**src/rtl/nsa_pkg.sv**
```systemverilog
// Shared definitions for the nibble-serial adder: FSM states, nibble width
// and the operand-width legality check.
package nsa_pkg;

    localparam int NIBBLE_W  = 4;
    localparam int WIDTH_MIN = 8;
    localparam int WIDTH_MAX = 64;

    typedef enum logic [1:0] {
        ST_IDLE = 2'd0,
        ST_RUN  = 2'd1,
        ST_DONE = 2'd2
    } nsa_state_t;

    function automatic bit width_legal(input int w);
        return (w >= WIDTH_MIN) && (w <= WIDTH_MAX) && ((w % NIBBLE_W) == 0);
    endfunction

endpackage

```
**src/rtl/cla_4bit.sv**
```systemverilog
// 4-bit carry-lookahead adder with group propagate/generate outputs.
module cla_4bit (
    input  logic [3:0] a,
    input  logic [3:0] b,
    input  logic       cin,
    output logic [3:0] s,
    output logic       cout,
    output logic       pg,
    output logic       gg
);

    logic [3:0] w_p;
    logic [3:0] w_g;
    logic [3:0] w_c;

    assign w_p = a ^ b;
    assign w_g = a & b;

    assign w_c[0] = cin;
    assign w_c[1] = w_g[0] | (w_p[0] & cin);
    assign w_c[2] = w_g[1] | (w_p[1] & w_g[0]) | (w_p[1] & w_p[0] & cin);
    assign w_c[3] = w_g[2] | (w_p[2] & w_g[1]) | (w_p[2] & w_p[1] & w_g[0])
                  | (w_p[2] & w_p[1] & w_p[0] & cin);

    assign pg = &w_p;
    assign gg = w_g[3] | (w_p[3] & w_g[2]) | (w_p[3] & w_p[2] & w_g[1])
              | (w_p[3] & w_p[2] & w_p[1] & w_g[0]);

    assign s    = w_p ^ w_c;
    assign cout = gg | (pg & cin);

endmodule

```
**src/rtl/nibble_serial_adder.sv**
```systemverilog
// Add/subtract WIDTH-bit operands one nibble per cycle, LSB nibble first.
// Define NSA_FLAGS_EN to compute the ovf/zero flags; otherwise they read 0.
module nibble_serial_adder
    import nsa_pkg::*;
#(
    parameter int WIDTH = 16
) (
    input  logic             clk,
    input  logic             rst,
    input  logic             in_valid,
    output logic             in_ready,
    input  logic [WIDTH-1:0] a,
    input  logic [WIDTH-1:0] b,
    input  logic             sub,
    input  logic             cin,
    output logic             out_valid,
    input  logic             out_ready,
    output logic [WIDTH-1:0] sum,
    output logic             cout,
    output logic             ovf,
    output logic             zero
);

    localparam int NIBBLES = WIDTH / NIBBLE_W;
    localparam int IDX_W   = $clog2(NIBBLES);
    localparam logic [IDX_W-1:0] LAST_IDX = IDX_W'(NIBBLES - 1);

    generate
        if (!width_legal(WIDTH)) begin : g_width_check
            $error("nibble_serial_adder: WIDTH must be a multiple of 4 in 8..64");
        end
    endgenerate

    nsa_state_t        r_state;
    nsa_state_t        w_state_next;
    logic [WIDTH-1:0]  r_a;
    logic [WIDTH-1:0]  r_b_eff;
    logic [WIDTH-1:0]  r_sum;
    logic [IDX_W-1:0]  r_idx;
    logic              r_carry;
    logic              r_cout;

    logic              w_accept;
    logic              w_last;
    logic [NIBBLE_W-1:0] w_a_nibs [NIBBLES];
    logic [NIBBLE_W-1:0] w_b_nibs [NIBBLES];
    logic [NIBBLE_W-1:0] w_a_nib;
    logic [NIBBLE_W-1:0] w_b_nib;
    logic [NIBBLE_W-1:0] w_nib_sum;
    logic              w_nib_cout;
    logic [WIDTH-1:0]  w_sum_next;
    logic              w_pg_unused;
    logic              w_gg_unused;

    // Nibble slicing and in-place merge of the freshly added nibble.
    generate
        for (genvar gi = 0; gi < NIBBLES; gi++) begin : g_nib
            assign w_a_nibs[gi] = r_a[gi*NIBBLE_W +: NIBBLE_W];
            assign w_b_nibs[gi] = r_b_eff[gi*NIBBLE_W +: NIBBLE_W];
            assign w_sum_next[gi*NIBBLE_W +: NIBBLE_W] =
                (r_idx == IDX_W'(gi)) ? w_nib_sum : r_sum[gi*NIBBLE_W +: NIBBLE_W];
        end
    endgenerate

    assign w_a_nib  = w_a_nibs[r_idx];
    assign w_b_nib  = w_b_nibs[r_idx];
    assign w_accept = (r_state == ST_IDLE) && in_valid;
    assign w_last   = (r_idx == LAST_IDX);

    cla_4bit u_cla (
        .a    (w_a_nib),
        .b    (w_b_nib),
        .cin  (r_carry),
        .s    (w_nib_sum),
        .cout (w_nib_cout),
        .pg   (w_pg_unused),
        .gg   (w_gg_unused)
    );

    always_ff @(posedge clk) begin
        if (rst) begin
            r_state <= ST_IDLE;
        end else begin
            r_state <= w_state_next;
        end
    end

    always_comb begin
        w_state_next = r_state;
        case (r_state)
            ST_IDLE: if (in_valid)  w_state_next = ST_RUN;
            ST_RUN:  if (w_last)    w_state_next = ST_DONE;
            ST_DONE: if (out_ready) w_state_next = ST_IDLE;
            default:                w_state_next = ST_IDLE;
        endcase
    end

    // Subtraction is a + ~b + 1, so the borrow-in folds into the initial carry.
    always_ff @(posedge clk) begin
        if (rst) begin
            r_a     <= '0;
            r_b_eff <= '0;
            r_sum   <= '0;
            r_idx   <= '0;
            r_carry <= 1'b0;
            r_cout  <= 1'b0;
        end else if (w_accept) begin
            r_a     <= a;
            r_b_eff <= sub ? ~b : b;
            r_carry <= cin ^ sub;
            r_idx   <= '0;
        end else if (r_state == ST_RUN) begin
            r_sum   <= w_sum_next;
            r_carry <= w_nib_cout;
            r_idx   <= r_idx + 1'b1;
            if (w_last) begin
                r_cout <= w_nib_cout;
            end
        end
    end

`ifdef NSA_FLAGS_EN
    logic r_ovf;
    logic r_zero;

    always_ff @(posedge clk) begin
        if (rst) begin
            r_ovf  <= 1'b0;
            r_zero <= 1'b0;
        end else if ((r_state == ST_RUN) && w_last) begin
            r_ovf  <= (r_a[WIDTH-1] == r_b_eff[WIDTH-1]) && (w_sum_next[WIDTH-1] != r_a[WIDTH-1]);
            r_zero <= (w_sum_next == '0);
        end
    end

    assign ovf  = r_ovf;
    assign zero = r_zero;
`else
    assign ovf  = 1'b0;
    assign zero = 1'b0;
`endif

    assign in_ready  = (r_state == ST_IDLE);
    assign out_valid = (r_state == ST_DONE);
    assign sum       = r_sum;
    assign cout      = r_cout;

endmodule
```
**config.mk**
```make
export PLATFORM = sky130hd
export DESIGN_NAME = nibble_serial_adder
export DESIGN_NICKNAME = d
export VERILOG_FILES = /design/src/rtl/nsa_pkg.sv /design/src/rtl/cla_4bit.sv /design/src/rtl/nibble_serial_adder.sv
export SDC_FILE = /design/constraint.sdc
export NUM_CORES = 1
export LEC_CHECK = 0
export CORE_UTILIZATION = 30
export DETAILED_ROUTE_END_ITERATION = 16
export PLACE_DENSITY = 0.62
export REMOVE_ABC_BUFFERS = 1
export SYNTH_ARGS = -nofsm -noshare
export SYNTH_HDL_FRONTEND = slang
export SYNTH_SLANG_ARGS = --single-unit
```
**constraint.sdc**
```tcl
create_clock -name clk -period 3.2 [get_ports clk]
set_input_delay 0.48 -clock clk [delete_from_list [all_inputs] [get_ports clk]]
set_output_delay 0.48 -clock clk [all_outputs]
set_load 0.02 [all_outputs]
```
==> reports/results.ini <==
[cells_and_area]
syn2layout_area_growth_pct=28.5
multiInputGateArea_mm2=0.00128
layout_commonest_cell=nand2_1
n_fill_cell=816
nNetsFinal=370
finish.utilization_pct=40.7
drive_gt1_share_pct=6.48
final_cell_mix=nand2_1 (56), clkdlybuf4s50_1 (55), dfxtp_1 (54)
diodes=0
regArea_mm2=0.00108

[clock_tree]
cts_root_buf=clkbuf_8
hold_buffers=0
cts_sinks=54
cts_buffers=5
clk_pin_slew_ns=0.10
h-tree-depth=2
cts.path.max_buffers=2
post_cts_buffers=0
clkLatencyLatePin_ns=0.30
post_cts_resized=0
cts_tree=yes

[worst_setup_path]
arrival_ns=2.84
r2r-end=sum[10]
cp-end-kind=register
ff2ff_setup_slack_ns=0.58
startpoint_type=register
reg2regPathDepth=7
critical_path_class=register to register
reg2reg_from=r_idx[0]
required_ns=3.43
crit_fanout=8

[drt]
drt_iter0_markers=74
drtAntennaViolNets=0
drc=0
viasPerCell=4.78
drt-pass1-iter-count=4
finalWirelength_um=5470
vias=2036
route.detailed.wl_per_inst_um=12.8

[timing]
hold_viol_final=0
finalCritPeriodShare_pct=81.7
skew_ns=0.00722
clock.fmax_mhz=382
fin_setup_tns_ns=0
finalMaxSlewViolations=0
tightest_slew_ns=0.954
fin_crit_ns=2.62
rsz0062_at_grt=no
slew_headroom_pct=36.4
finalSetupViolCount=0

[place]
io_buffers=56
place_congestion=0.841
hpwl_um=4100

[global_routing]
grt_pass1_vias=1969
grt_usage_pct=13.4
gr-usage-met2_pct=22.3
grt_max_degree=55
antenna_found_initial=0
grt-busiest-layer=met2
grt_pass1_wl_um=9250
grt_util_met3_pct=2.96
met1_usage_pct=17.6
overflow=0

[floorplanning]
die_w_um=93.0
rows=32
dieArea_mm2=0.00864
initial_core_util_pct=31.6
core_area_mm2=0.00785
ios=59
fp.dieH_um=93.0

[synthesis]
ys_ff_latch=54
syn_area_mm2=0.00248
ys_types=33
synth_cells=277
synth_area_per_cell_um2=8.96
ys.warnings.count=0
ys_seq_area_share_pct=43.5

[power]
cellPowerDensity_mw_per_mm2=452
ir_drop_mv=0.204
total_power_w=0.00144
p_leak_nw=1.12

[hold_path]
hold_path.class=register to register
hp-start=r_a[9]
worst_hold_path.endpoint=r_a[9]
hold_depth=2

[run]
cap_violations=0

[run_status]
outcome=finished clean

cell type report:
type	instances	area share (%)
tap	102	4.00
clock buffer	5	2.16
multi-input combinational	198	40.1
timing repair buffer	58	17.9
sequential	54	33.9
inverter	6	0.706
clock inverter	3	1.25
routing by layer:
| metal | up-vias | part of all wire, % |
|---|---|---|
| li1 | 1038 | - |
| met1 | 936 | 47 |
| met2 | 52 | 47 |
| met3 | 10 | 4.3 |
| met4 | 0 | 1.4 |
| met5 | - | 0 |
registers in the layout, indices dropped and copies added, names as in the netlist:
signal   cells
r_a         16
r_b_eff     16
sum         16
r_idx        2
r_state      2
cout         1
r_carry      1
critical path: stages, from the launching register on:
cell and delay, ns:
dfxtp_1 0.48, buf_4 0.25, mux4_2 0.52, ha_1 0.34, or2_1 0.26, and3_4 0.21, or3_1 0.36, a21oi_1 0.13
cell families after synthesis:
family	count (synthesis)	synth area share (%)
xor gates and xnor gates	18	6.35
other	1	0.151
adders and majority gates	9	4.84
buffers and inverters	26	5.04
and+or+nand+nor	98	17.1
AOI/OAI and AO/OA	63	15.7
DFF	54	43.5
muxes	8	7.26
stage by stage:
stage                     worst slack [ns]  hold WS, ns  instances  instance area (µm²)
after detailed placement             0.575        0.447        418                 3080
after global placement               0.692        0.444        418                 3080
after floorplan                      0.646        0.427        258                 2380
final                                0.584        0.457        426                 3190
after global routing                 0.409        0.474        426                 3190
after CTS                            0.547        0.460        426                 3190
cell usage after synthesis:
master	number	share of area (%)
xor2_1	1	0.35
and2b_1	1	0.30
a211oi_1	21	6.4
fa_1	1	0.81
a21o_1	1	0.30
clkbuf_1	8	1.2
o21ai_0	2	0.40
nand2b_1	1	0.25
buf_2	7	1.4
nand4b_1	1	0.35
a21oi_1	33	6.7
mux4_2	8	7.3
a211o_1	1	0.35
and3_4	1	0.45
a311o_2	1	0.45
and2_0	1	0.25
buf_4	5	1.5
nand4_1	4	1.0
and2_1	4	1.0
nor2b_1	1	0.25
xnor2_1	17	6.0
or2_1	1	0.25
or3_1	4	1.0
nor2_1	23	3.5
a311oi_1	1	0.35
o21bai_1	1	0.30
a31oi_1	1	0.25
a22oi_1	1	0.30
conb_1	1	0.15
nand2_1	56	8.5
ha_1	8	4.0
inv_1	6	0.91
dfxtp_1	54	44
report_power, final:
part           leakage, nW  switching [W]  internal [W]
logic                0.616       0.000133      0.000131
clock network       0.0579       0.000213      0.000231
registers            0.442      0.0000250      0.000711
total                 1.12       0.000371       0.00107
worst max-delay path by stage:
stage	from	endpoint	slack (ns)	cells past startpoint
finish	r_idx[0]	sum[10]	0.58	7
floorplan	r_idx[0]	sum[2]	0.65	6
global route	r_idx[0]	sum[2]	0.41	7
global placement	r_idx[0]	sum[15]	0.69	7
detailed placement	r_idx[0]	sum[10]	0.57	7
CTS	r_idx[0]	sum[10]	0.55	7
No activity file was read; power rests on OpenSTA's default activity.
